## src/rtl/dsp_pkg.sv

```systemverilog
// Shared types and helpers for the DSP48A1 result-capture block.
package dsp_pkg;

  localparam int MAX_LATENCY = 8;
  localparam int P_WIDTH     = 48;

  typedef struct packed {
    logic               carry;
    logic [P_WIDTH-1:0] p;
  } result_t;

  // Address width that never collapses to zero bits for tiny depths.
  function automatic int clog2_min1(input int n);
    return ($clog2(n) < 1) ? 1 : $clog2(n);
  endfunction

endpackage

```

## src/rtl/dsp_result_capture_fifo.sv

```systemverilog
// First-word-fall-through FIFO; the head entry is held in its own register.
module sync_fifo_fwft
  import dsp_pkg::*;
#(
  parameter int W     = 49,
  parameter int DEPTH = 4
) (
  input  logic                         clk,
  input  logic                         rst,
  input  logic                         push,
  input  logic [W-1:0]                 din,
  input  logic                         pop,
  output logic [W-1:0]                 dout,
  output logic                         full,
  output logic                         empty,
  output logic [clog2_min1(DEPTH):0]   count
);

  localparam int AW = clog2_min1(DEPTH);
  localparam int CW = AW + 1;

  logic [W-1:0]  mem [DEPTH];
  logic [AW-1:0] rd_ptr_q, rd_ptr_d, wr_ptr_q, wr_ptr_d, rd_next;
  logic [CW-1:0] count_q, count_d;
  logic [W-1:0]  head_q, head_d;
  logic          pop_ok, push_ok;

  assign empty   = (count_q == '0);
  assign full    = (count_q == CW'(DEPTH));
  assign pop_ok  = pop & ~empty;
  assign push_ok = push & (~full | pop_ok);

  always_comb begin
    rd_next  = rd_ptr_q + 1'b1;
    rd_ptr_d = pop_ok  ? rd_next : rd_ptr_q;
    wr_ptr_d = push_ok ? wr_ptr_q + 1'b1 : wr_ptr_q;
    count_d  = count_q + CW'(push_ok) - CW'(pop_ok);
    head_d   = head_q;
    // Head tracks the entry at rd_ptr; a lone entry being popped is replaced by the incoming word.
    if (empty) begin
      if (push_ok) head_d = din;
    end else if (pop_ok) begin
      if (count_q == CW'(1)) begin
        if (push_ok) head_d = din;
      end else begin
        head_d = mem[rd_next];
      end
    end
  end

  always_ff @(posedge clk) begin
    if (push_ok) mem[wr_ptr_q] <= din;
  end

  always_ff @(posedge clk) begin
    if (rst) begin
      rd_ptr_q <= '0;
      wr_ptr_q <= '0;
      count_q  <= '0;
      head_q   <= '0;
    end else begin
      rd_ptr_q <= rd_ptr_d;
      wr_ptr_q <= wr_ptr_d;
      count_q  <= count_d;
      head_q   <= head_d;
    end
  end

  assign dout  = head_q;
  assign count = count_q;

endmodule

```

## src/rtl/dsp_result_capture.sv

```systemverilog
// Tracks issued operations through the slice pipeline and captures P/CARRYOUT on arrival.
module dsp_result_capture
  import dsp_pkg::*;
#(
  parameter int WIDTH   = 48,
  parameter int LATENCY = 4,
  parameter int DEPTH   = 4
) (
  input  logic                       clk,
  input  logic                       rst,
  input  logic                       pipe_ce,
  input  logic                       issue,
  input  logic [WIDTH-1:0]           p_in,
  input  logic                       carry_in,
  input  logic                       out_ready,
  input  logic                       clr_ovf,
  output logic                       out_valid,
  output logic [WIDTH-1:0]           out_data,
  output logic                       out_carry,
  output logic [$clog2(DEPTH):0]     count,
  output logic [3:0]                 in_flight,
  output logic                       issue_ok,
  output logic                       full,
  output logic                       overflow
);

  logic       arrival, capture, issue_acc;
  logic       push, pop, drop, fifo_empty;
  logic [3:0] in_flight_q, in_flight_d;
  logic       overflow_q, overflow_d;
  logic [5:0] credit_used;
  logic [WIDTH:0] fifo_dout;

  if (LATENCY == 0) begin : g_tok_none
    assign arrival = issue;
  end else begin : g_tok
    logic [LATENCY-1:0] tok_q, tok_d;

    // Token moves only with the slice's own register enable.
    always_comb begin
      tok_d = tok_q;
      if (pipe_ce) tok_d = (tok_q << 1) | LATENCY'(issue);
    end

    always_ff @(posedge clk) begin
      if (rst) tok_q <= '0;
      else     tok_q <= tok_d;
    end

    assign arrival = tok_q[LATENCY-1];
  end

  assign issue_acc = issue & pipe_ce;
  assign capture   = arrival & pipe_ce;
  assign out_valid = ~fifo_empty;
  assign pop       = out_valid & out_ready;
  assign push      = capture & (~full | pop);
  assign drop      = capture & full & ~pop;

  always_comb begin
    in_flight_d = in_flight_q + 4'(issue_acc) - 4'(capture);
    overflow_d  = overflow_q;
    if (clr_ovf) overflow_d = 1'b0;
    if (drop)    overflow_d = 1'b1;
  end

  always_ff @(posedge clk) begin
    if (rst) begin
      in_flight_q <= '0;
      overflow_q  <= 1'b0;
    end else begin
      in_flight_q <= in_flight_d;
      overflow_q  <= overflow_d;
    end
  end

  sync_fifo_fwft #(
    .W     (WIDTH + 1),
    .DEPTH (DEPTH)
  ) u_fifo (
    .clk   (clk),
    .rst   (rst),
    .push  (push),
    .din   ({carry_in, p_in}),
    .pop   (pop),
    .dout  (fifo_dout),
    .full  (full),
    .empty (fifo_empty),
    .count (count)
  );

  // Credit counts results still in the slice so the FIFO can always absorb them.
  assign credit_used = 6'(count) + 6'(in_flight_q);
  assign issue_ok    = (credit_used < 6'(DEPTH));

  assign out_data  = fifo_dout[WIDTH-1:0];
  assign out_carry = fifo_dout[WIDTH];
  assign in_flight = in_flight_q;
  assign overflow  = overflow_q;

endmodule

```

## config.mk

```make
export PLATFORM = sky130hd
export DESIGN_NAME = dsp_result_capture
export DESIGN_NICKNAME = d
export VERILOG_FILES = /design/src/rtl/dsp_pkg.sv /design/src/rtl/dsp_result_capture_fifo.sv /design/src/rtl/dsp_result_capture.sv
export SDC_FILE = /design/constraint.sdc
export NUM_CORES = 1
export LEC_CHECK = 0
export ABC_AREA = 0
export CAP_MARGIN = 10
export CORE_ASPECT_RATIO = 1.5
export CORE_UTILIZATION = 50
export CTS_CLUSTER_SIZE = 14
export DETAILED_ROUTE_END_ITERATION = 10
export GPL_ROUTABILITY_DRIVEN = 1
export PLACE_DENSITY = 0.81
export SYNTH_ARGS = -nofsm -noshare
export SYNTH_HDL_FRONTEND = slang
export SYNTH_SLANG_ARGS = --single-unit
```

## constraint.sdc

```tcl
create_clock -name clk -period 2.6 [get_ports clk]
set_input_delay 0.39 -clock clk [delete_from_list [all_inputs] [get_ports clk]]
set_output_delay 0.39 -clock clk [all_outputs]
set_load 0.02 [all_outputs]
```

==> reports/metrics.csv, run 1 <==
metric,value,unit
Leakage,0.00425,uW
Final #Nets,872,
YS warnings,0,
Routed met2 length,12100,um
core area,0.0210,mm^2
endpoints failing hold,0,
P&R area growth vs syn,21.5,%
Syn Std Cell Area,0.0107,mm^2
CTS Root Buffer Type,clkbuf_16,
Reg power frac,41.0,%
Critical Path AT,2.15,ns
compound-gate portion of the synthesized area,8.26,%
Post-Syn Nets,760,
Post-Syn Area per Cell,15.5,um^2
minimum clock period,2.54,ns
Max Cap Violations,0,
status,completed,
Synth Instances,691,
Clock Skew,0.0122,ns
RR Startpoint,u_fifo.count[2]$_SDFF_PP0_,
Die Span Y,181,um
clk_lat worst skew,0.51,ns
drt initial violations,395,
wl on met1,8360,um
worst hold start,rst,
max layer used,met5,
Yosys reg bits,261,
pwr dens,965,mW/mm^2
DRC,0,
layout cells sized above 1,15.5,%
combinational power share,32.3,%
Power Total,12500,uW
CTS Sinks,261,
Synth Area in Simple Gates,7.78,%
row count,65,
crit start category,flop,
worst r2r dst,u_fifo.dout[19]$_SDFFE_PP0P_,
Setup TNS,0,ns
class of the worst hold path,in2reg,
# fillers,1523,
Psw,3930,uW
total CTS buffers,24,
n_diodes,0,
Worst-Margin Slew,0.660,ns
Max Clk Rate,0.394,GHz
post-route ant nets,0,
Final Max Slew Viols,0,
number of setup violations in the final report,0,
Setup CP Type,reg2out,
CP max FO,7,
final period utilization,97.5,%
Post-synth EDFFs,196,
CTS Buffer Depth,3,
Routed WL,22500,um
post-synthesis async set-or-reset flop share,0,%
vias per inst,5.97,
effective utilization at floorplan,51.0,%
placement-stage cell area,0.0123,mm^2
Clock transition at path regs,0.07,ns
dpl ws,0.230,ns
Worst EP required,2.21,ns
min setup slack post-route,0.0638,ns
initial antenna violation count,1,
Tot GR Track Use,20.9,%
die area,0.0220,mm^2
share of synthesized area spent on multiplexers,10.6,%
die width,121,um
CTS H-tree lvls,1,
"most common cell after layout, fill and taps aside",edfxtp_1,
adder-cell share of the synthesized area,1.78,%
final instance area,0.0130,mm^2
RD Place Congestion,0.753,
DP Wirelength,14000,um
met3 WL,1210,um
Rel. slew slack,56.0,%
RSZ-0062 raised after global routing,false,
routed len/inst,20.6,um
hold path endpoint,in_flight[1]$_SDFF_PP0_,
Int Power,8610,uW
via count,6498,
Yosys cell types,38,
1st-pass router iterations,5,
largest net degree at the start of global routing,66,
path depth of the worst reg2reg path,6,
vias in the first global route,6674,
GRT overflow,0,
Synth Area in XOR/XNOR,0.655,%
hold depth,3,
global-route wire length before repair,35200,um
"Seq/Total Area, Yosys",67.2,%
clock share of power,26.6,%
CTS tree,built,
critical path endpoint category,output pin,
Sw Ratio,31.3,%
largest family of logic cells by synthesized area,multiplexers,
most frequent cells in the layout,"edfxtp_1 (196), clkdlybuf4s50_1 (112), nand3_1 (96)",
# IOs,115,
Synth Flop Type,edfxtp_1,
PortBufs,114,
Max VDD drop,0.000685,V
"setup slack, reg-to-reg",0.35,ns
-- area by class of cell --
class                   count  area, um^2  area share (%)
flip-flops and latches    261        7190            55.3
multi-input cells         358        3130            24.1
repair buffers            143        1540            11.8
clock buffers              36         687            5.29
well taps                 268         335            2.58
clock inverters             8        61.3           0.472
inverters                  15        56.3           0.433
-- metal layers --
metal	up-vias	global-route usage [%]
met3	64	2.94
li1	2922	-
met4	2	9.88
met5	-	0
met1	3272	24.3
met2	238	37.5
-- worst max-delay path: stages (launching register included) --
cell and delay [ns]:
dfxtp_1 0.35, buf_4 0.18, or3b_4 0.42, inv_1 0.08
clkdlybuf4s50_1 0.61
-- metrics by stage --
stage               util, %  instances  hold WS, ns
floorplan                 -        691        0.449
global placement       58.4       1045        0.460
detailed placement     58.4       1045        0.467
CTS                    61.9       1089        0.343
global route           61.9       1089        0.345
finish                 61.9       1089        0.355
-- synthesized netlist by cell type, types with 2 or more instances --
library cell / count / area, um^2
edfxtp_1: 196 / 5890
nand3_1: 96 / 480
dfxtp_1: 65 / 1300
nor2_1: 60 / 225
mux4_2: 49 / 1100
a21boi_0: 45 / 338
a311oi_1: 45 / 394
clkbuf_1: 18 / 67.6
buf_2: 16 / 80.1
inv_1: 14 / 52.6
buf_6: 12 / 135
ha_1: 12 / 150
nand2_1: 7 / 26.3
a21oi_1: 5 / 25.0
buf_1: 5 / 18.8
xnor2_1: 5 / 43.8
a311oi_2: 4 / 60.1
and2_1: 4 / 25.0
buf_4: 4 / 30.0
a21boi_1: 3 / 22.5
mux2i_1: 3 / 30.0
nor2b_1: 3 / 18.8
xor2_1: 3 / 26.3
clkbuf_2: 2 / 10.0
fa_1: 2 / 40.0
-- power groups by stage --
stage	combinational (uW)	sequential (uW)	clock, uW
2_1_floorplan	2140	5580	0
3_3_place_gp	4000	5220	0
3_5_place_dp	4080	5230	0
4_1_cts	4100	5150	3400
5_1_grt	4350	5190	3560
6_report	4050	5140	3340
-- state kept, by name (all words and copies together) (netlist names) --
signal           count
u_fifo.count         3
u_fifo.wr_ptr_q      2
u_fifo.rd_ptr_q      2
u_fifo.dout         49
u_fifo.mem         196
overflow             1
in_flight            4
g_tok.tok_q          4
-- how the worst max path moves through the flow --
| stage | startpoint | to | slack, ns |
|---|---|---|---|
| 6_report | u_fifo.count[2]$_SDFF_PP0_ | full | 0.06 |
| 4_1_cts | u_fifo.count[2]$_SDFF_PP0_ | full | 0.04 |
| 3_3_place_gp | pipe_ce | in_flight[2]$_SDFF_PP0_ | 0.29 |
| 3_5_place_dp | pipe_ce | in_flight[2]$_SDFF_PP0_ | 0.23 |
| 5_1_grt | u_fifo.count[2]$_SDFF_PP0_ | full | 0.006 |
| 2_1_floorplan | u_fifo.count[2]$_SDFF_PP0_ | u_fifo.count[2]$_SDFF_PP0_ | 0.17 |
-- cells by family (layout without fill, tap and decap cells) --
group	count (synthesis)	count (layout)
buf+inv	72	202
mux	52	52
compound gates	107	107
xor+xnor	8	8
simple gates	177	177
flops	261	261
fa+ha+maj	14	14
-- what timing repair did --
item                                   in CTS  in global routing
endpoints found under the hold margin       0                  0
gates cloned                                0                  0
resized for setup                           1                  3
setup buffers                               0                  0
pin swaps                                   0                  0
hold buffers                                0                  0
setup endpoints to repair                   1                  1
Power figures use the tool's default switching activity.
==> run 2: changes to the inputs <==
- CORE_MARGIN: default -> 2
==> run 2 against run 1 <==
Compared with the run above: worst setup slack gained 0.050 ns; wire length grew 2.5%; largest cell class unchanged; global-route usage shrank 0.24 points; cell area is essentially flat; register-to-register slack gained 0.05 ns; combinational power is essentially flat; sequential share of layout area is essentially flat.
==> reports/metrics.csv, run 2 (synthesis gave the netlist of run 1 again) <==
metric,value,unit,change
die area,0.0226,mm^2,was 0.0220 mm^2
Worst-Margin Slew,0.680,ns,was 0.660 ns
CTS Root Buffer Type,clkbuf_16,,unchanged
worst hold start,rst,,unchanged
max incr delay on CP,0.59,ns,was 0.61 ns
CTS Sinks,261,,unchanged
path depth of the worst reg2reg path,6,,unchanged
P&R area growth vs syn,21.6,%,was 21.5%
Sw Ratio,30.9,%,was 31.3%
layout cells sized above 1,16.3,%,was 15.5%
effective utilization at floorplan,51.0,%,unchanged
Max Clk Rate,0.402,GHz,was 0.394 GHz
combinational power share,31.4,%,was 32.3%
Reg power frac,39.9,%,was 41.0%
Worst EP required,2.21,ns,about the same
hold path endpoint,g_tok.tok_q[2]$_SDFFE_PP0P_,,was in_flight[1]$_SDFF_PP0_
RD Place Congestion,0.759,,was 0.753
PortBufs,114,,unchanged
Tot GR Track Use,20.7,%,was 20.9%
Int Power,8900,uW,was 8610 uW
Power Total,12900,uW,was 12500 uW
Setup CP Type,reg2out,,unchanged
clock share of power,28.7,%,was 26.6%
die width,123,um,was 121 um
"Slowest-stage cell, CP",clkdlybuf4s50_1,,unchanged
global-route wire length before repair,35800,um,was 35200 um
"setup slack, reg-to-reg",0.40,ns,was 0.35 ns
register with the most flip-flops,u_fifo.mem,,unchanged
RSZ-0062 raised after global routing,false,,unchanged
Psw,3980,uW,was 3930 uW
# fillers,1542,,was 1523
via count,6456,,was 6498
DRC,0,,unchanged
row count,65,,unchanged
"delay-heaviest family, CP",buffers and inverters,,unchanged
Rel. slew slack,54.7,%,was 56.0%
clk_lat worst skew,0.52,ns,was 0.51 ns
Final Max Slew Viols,0,,unchanged
class of the worst hold path,in2reg,,unchanged
status,completed,,unchanged
routed len/inst,21.1,um,was 20.6 um
Clock Skew,0.0158,ns,was 0.0122 ns
Sequential Area,0.00719,mm^2,unchanged
largest net degree at the start of global routing,57,,was 66
# IOs,115,,unchanged
area of the multi-input gates,0.00313,mm^2,unchanged
Routed WL,23000,um,was 22500 um
Final #Nets,873,,was 872
number of setup violations in the final report,0,,unchanged
CP max FO,8,,was 7
Worst Setup SP,u_fifo.count[1]$_SDFF_PP0_,,was u_fifo.count[2]$_SDFF_PP0_
critical path endpoint category,output pin,,unchanged
Die Span Y,183,um,was 181 um
endpoints failing hold,0,,unchanged
pwr dens,990,mW/mm^2,was 965 mW/mm^2
Critical Path AT,2.10,ns,was 2.15 ns
minimum clock period,2.49,ns,was 2.54 ns
vias in the first global route,6605,,was 6674
min setup slack post-route,0.114,ns,was 0.0638 ns
n_diodes,0,,unchanged
Leakage,0.00429,uW,was 0.00425 uW
Setup TNS,0,ns,unchanged
total CTS buffers,25,,was 24
dpl ws,0.220,ns,was 0.230 ns
Clock transition at path regs,0.06,ns,was 0.07 ns
"most common cell after layout, fill and taps aside",edfxtp_1,,unchanged
crit start category,flop,,unchanged
hold depth,2,,was 3
initial antenna violation count,0,,was 1
worst r2r dst,u_fifo.dout[21]$_SDFFE_PP0P_,,was u_fifo.dout[19]$_SDFFE_PP0P_
CTS Buffer Depth,3,,unchanged
Max Cap Violations,0,,unchanged
drt initial violations,344,,was 395
1st-pass router iterations,5,,unchanged
CTS tree,built,,unchanged
GRT overflow,0,,unchanged
vias per inst,5.92,,was 5.97
"Cell Chain, Critical Path","buf_4, or3b_4, inv_1, clkdlybuf4s50_1",,unchanged
CTS H-tree lvls,1,,unchanged
Max VDD drop,0.000782,V,was 0.000685 V
final core occ,62.0,%,was 61.9%
most frequent cells in the layout,"edfxtp_1 (196), clkdlybuf4s50_1 (112), nand3_1 (96)",,unchanged
max FFs per register,196,,unchanged
RR Startpoint,u_fifo.count[1]$_SDFF_PP0_,,was u_fifo.count[2]$_SDFF_PP0_
DP Wirelength,14200,um,was 14000 um
critical path depth,4,,unchanged
final period utilization,95.6,%,was 97.5%
post-route ant nets,0,,unchanged
core area,0.0210,mm^2,unchanged
critical path buffer and inverter count,3,,unchanged
-- run 2: cell count changes in the layout (fill, tap and decap cells not counted), moves of 2 or more --
cell,delta
clkinv_1,-2
buf_12,-7
clkinv_2,+3
buf_4,+7
bufinv_16,+2
clkbuf_8,+2
clkbuf_1,-4
-- run 2: per-layer routing --
layer / vias to the layer above / GRT usage, % / wire length [um]
met3: 38 / 2.61 / 1280
met5: - / 0 / 0
met1: 3267 / 24.5 / 8680
met4: 0 / 6.86 / 515
li1: 2925 / - / -
met2: 226 / 38.2 / 12600
-- run 2: final cells by class --
class / count / area share, %
clock inverter: 10 / 0.933
sequential: 261 / 55.3
inverter: 15 / 0.433
timing repair buffer: 143 / 11.1
clock buffer: 35 / 5.57
tap: 268 / 2.58
multi-input combinational: 358 / 24.0
-- run 2: power groups by stage --
stage | registers, uW | clock network (uW) | logic (uW)
after CTS | 5140 | 3760 | 4080
after global placement | 5210 | 0 | 3980
after detailed placement | 5220 | 0 | 4060
after global routing | 5180 | 3920 | 4360
after floorplan | 5580 | 0 | 2140
final | 5140 | 3700 | 4050
-- run 2: timing repair --
item                                    CTS  global route
buffers inserted                          0             0
resized for setup                         1             3
hold buffers                              0             0
endpoints found under the setup margin    1             1
pin swaps                                 0             0
-- run 2: worst max path at each step --
stage	to	slack, ns
after floorplan	u_fifo.count[2]$_SDFF_PP0_	0.17
after global placement	u_fifo.count[2]$_SDFF_PP0_	0.26
after detailed placement	u_fifo.count[2]$_SDFF_PP0_	0.22
after CTS	issue_ok	0.03
after global routing	full	0.07
final	full	0.11
-- run 2: per-stage QoR --
stage,area (um^2),hold slack [ns],instances
3_3_place_gp,12200,0.465,1045
2_1_floorplan,10700,0.449,691
5_1_grt,13000,0.348,1090
4_1_cts,13000,0.339,1090
6_report,13000,0.336,1090
3_5_place_dp,12200,0.485,1045
==> run 3: changes to the inputs <==
- CORE_ASPECT_RATIO: 1.5 -> 1.75
==> run 3 against run 2 <==
Compared with the run above: fmax shrank 1.1%; cell count shrank 1.5%; via count grew 0.48%; count of clock-buffer cells in the layout rose by 3; global-route usage down 0.28 points; sequential share of layout area rose by 0.73 points; core utilization is 0.66 points lower; sequential power increased by 1%; die area is essentially flat; hold slack gained 0.078 ns; wire length is 1.5% lower; critical path type unchanged; largest cell class unchanged.
==> reports/metrics.csv, run 3 (synthesis gave the netlist of run 1 again) <==
metric,value,unit,change
Max VDD drop,0.000592,V,was 0.000782 V
max incr delay on CP,0.60,ns,was 0.59 ns
PortBufs,114,,unchanged
post-route ant nets,0,,unchanged
effective utilization at floorplan,51.1,%,was 51.0%
CTS Hold Buffers Added,0,,unchanged
Clock Skew,0.0125,ns,was 0.0158 ns
hold path endpoint,g_tok.tok_q[2]$_SDFFE_PP0P_,,unchanged
DRC,0,,unchanged
Tot GR Track Use,20.4,%,was 20.7%
vias per inst,6.04,,was 5.92
Final Max Slew Viols,0,,unchanged
minimum clock period,2.51,ns,was 2.49 ns
clk_lat worst skew,0.50,ns,was 0.52 ns
critical path endpoint category,output pin,,unchanged
RD Place Congestion,0.798,,was 0.759
Setup TNS,0,ns,unchanged
register with the most flip-flops,u_fifo.mem,,unchanged
GRT overflow,0,,unchanged
CTS Sinks,261,,unchanged
Critical Path AT,2.12,ns,was 2.10 ns
met3 WL,1110,um,was 1280 um
Die Span Y,197,um,was 183 um
Routed WL,22700,um,was 23000 um
CP max FO,6,,was 8
most frequent cells in the layout,"edfxtp_1 (196), clkdlybuf4s50_1 (112), nand3_1 (96)",,unchanged
"most common cell after layout, fill and taps aside",edfxtp_1,,unchanged
hold depth,2,,unchanged
Leakage,0.00421,uW,was 0.00429 uW
wl on met1,8310,um,was 8680 um
crit start category,flop,,unchanged
"setup slack, reg-to-reg",0.36,ns,was 0.40 ns
Worst EP required,2.21,ns,about the same
# IOs,115,,unchanged
worst r2r dst,u_fifo.dout[35]$_SDFFE_PP0P_,,was u_fifo.dout[21]$_SDFFE_PP0P_
Worst-Margin Slew,0.688,ns,was 0.680 ns
1st-pass router iterations,5,,unchanged
CTS tree,built,,unchanged
max FFs per register,196,,unchanged
Setup CP Type,reg2out,,unchanged
drt initial violations,413,,was 344
status,completed,,unchanged
max layer used,met4,,unchanged
worst hold start,rst,,unchanged
largest net degree at the start of global routing,64,,was 57
routed len/inst,21.1,um,about the same
number of setup violations in the final report,0,,unchanged
Max Cap Violations,0,,unchanged
placement-stage cell area,0.0122,mm^2,about the same
final period utilization,96.7,%,was 95.6%
"Slowest-stage cell, CP",clkdlybuf4s50_1,,unchanged
# fillers,1534,,was 1542
Final #Nets,875,,was 873
endpoints failing hold,0,,unchanged
Rel. slew slack,54.2,%,was 54.7%
Clock transition at path regs,0.07,ns,was 0.06 ns
path depth of the worst reg2reg path,6,,unchanged
die width,115,um,was 123 um
"Cell Chain, Critical Path","buf_4, or3b_4, inv_1, clkdlybuf4s50_1",,unchanged
initial antenna violation count,0,,unchanged
Sequential Area,0.00719,mm^2,unchanged
pwr dens,952,mW/mm^2,was 990 mW/mm^2
DP Wirelength,14600,um,was 14200 um
core area,0.0209,mm^2,was 0.0210 mm^2
P&R area growth vs syn,20.0,%,was 21.6%
Max Clk Rate,0.398,GHz,was 0.402 GHz
class of the worst hold path,in2reg,,unchanged
CTS H-tree lvls,1,,unchanged
Post-CTS Setup Bufs,0,,unchanged
RSZ-0062 raised after global routing,false,,unchanged
final instance area,0.0128,mm^2,was 0.0130 mm^2
vias in the first global route,6692,,was 6605
layout cells sized above 1,15.6,%,was 16.3%
via count,6487,,was 6456
critical path buffer and inverter count,3,,unchanged
row count,70,,was 65
area of the multi-input gates,0.00313,mm^2,unchanged
CTS Buffer Depth,3,,unchanged
global-route wire length before repair,36000,um,was 35800 um
CTS Root Buffer Type,clkbuf_16,,unchanged
n_diodes,0,,unchanged
die area,0.0226,mm^2,about the same
"delay-heaviest family, CP",buffers and inverters,,unchanged
RR Startpoint,u_fifo.count[1]$_SDFF_PP0_,,unchanged
total CTS buffers,23,,was 25
Routed met2 length,12600,um,about the same
## run 3: cell types whose count changed in the layout (fill, tap and decap cells not counted)
| cell | previous run | this run |
|---|---|---|
| clkinv_2 | 4 | 2 |
| clkinv_1 | 3 | 1 |
| clkbuf_1 | 5 | 13 |
| bufinv_16 | 3 | 0 |
| clkbuf_8 | 4 | 2 |
| buf_4 | 21 | 25 |
| clkbuf_16 | 26 | 23 |
## run 3: where the power goes
part / switching, uW / leakage, uW / internal (uW)
combinational: 2150 / 0.00159 / 1810
sequential: 343 / 0.00230 / 4840
clock: 1370 / 0.000323 / 1700
## run 3: worst max-delay path by stage
stage	startpoint	endpoint	slack, ns	depth (start not counted)
after floorplan	u_fifo.count[2]$_SDFF_PP0_	u_fifo.count[2]$_SDFF_PP0_	0.17	8
after global placement	in_flight[2]$_SDFF_PP0_	issue_ok	0.29	4
after detailed placement	pipe_ce	in_flight[2]$_SDFF_PP0_	0.25	10
after CTS	in_flight[2]$_SDFF_PP0_	issue_ok	0.02	4
after global routing	u_fifo.count[1]$_SDFF_PP0_	full	0.02	4
final	u_fifo.count[1]$_SDFF_PP0_	full	0.09	4
## run 3: metal layers
layer	vias to the layer above	global-route usage, %
met5	-	0
met4	0	7.09
met3	46	2.03
met2	227	37.8
met1	3285	24.4
li1	2929	-
## run 3: cell type report
cell class,count,share of cell area (%)
sequential,261,56.0
multi-input combinational,358,24.4
timing repair buffer,147,11.5
clock buffer,38,5.08
tap,252,2.46
inverter,15,0.439
clock inverter,3,0.107
## run 3: what timing repair did
| action | 4_1_cts | 5_1_grt |
|---|---|---|
| endpoints found under the hold margin | 0 | 0 |
| endpoints found under the setup margin | 1 | 1 |
| resized for setup | 2 | 2 |
## run 3: per-stage QoR
stage / util, % / hold WS [ns] / setup WS (ns) / total power (uW) / instances
floorplan: - / 0.449 / 0.173 / 7720 / 691
global placement: 58.2 / 0.462 / 0.285 / 9150 / 1033
detailed placement: 58.2 / 0.473 / 0.254 / 9250 / 1033
CTS: 61.3 / 0.401 / 0.0155 / 12300 / 1074
global route: 61.3 / 0.422 / 0.0172 / 12800 / 1074
finish: 61.3 / 0.414 / 0.0868 / 12200 / 1074
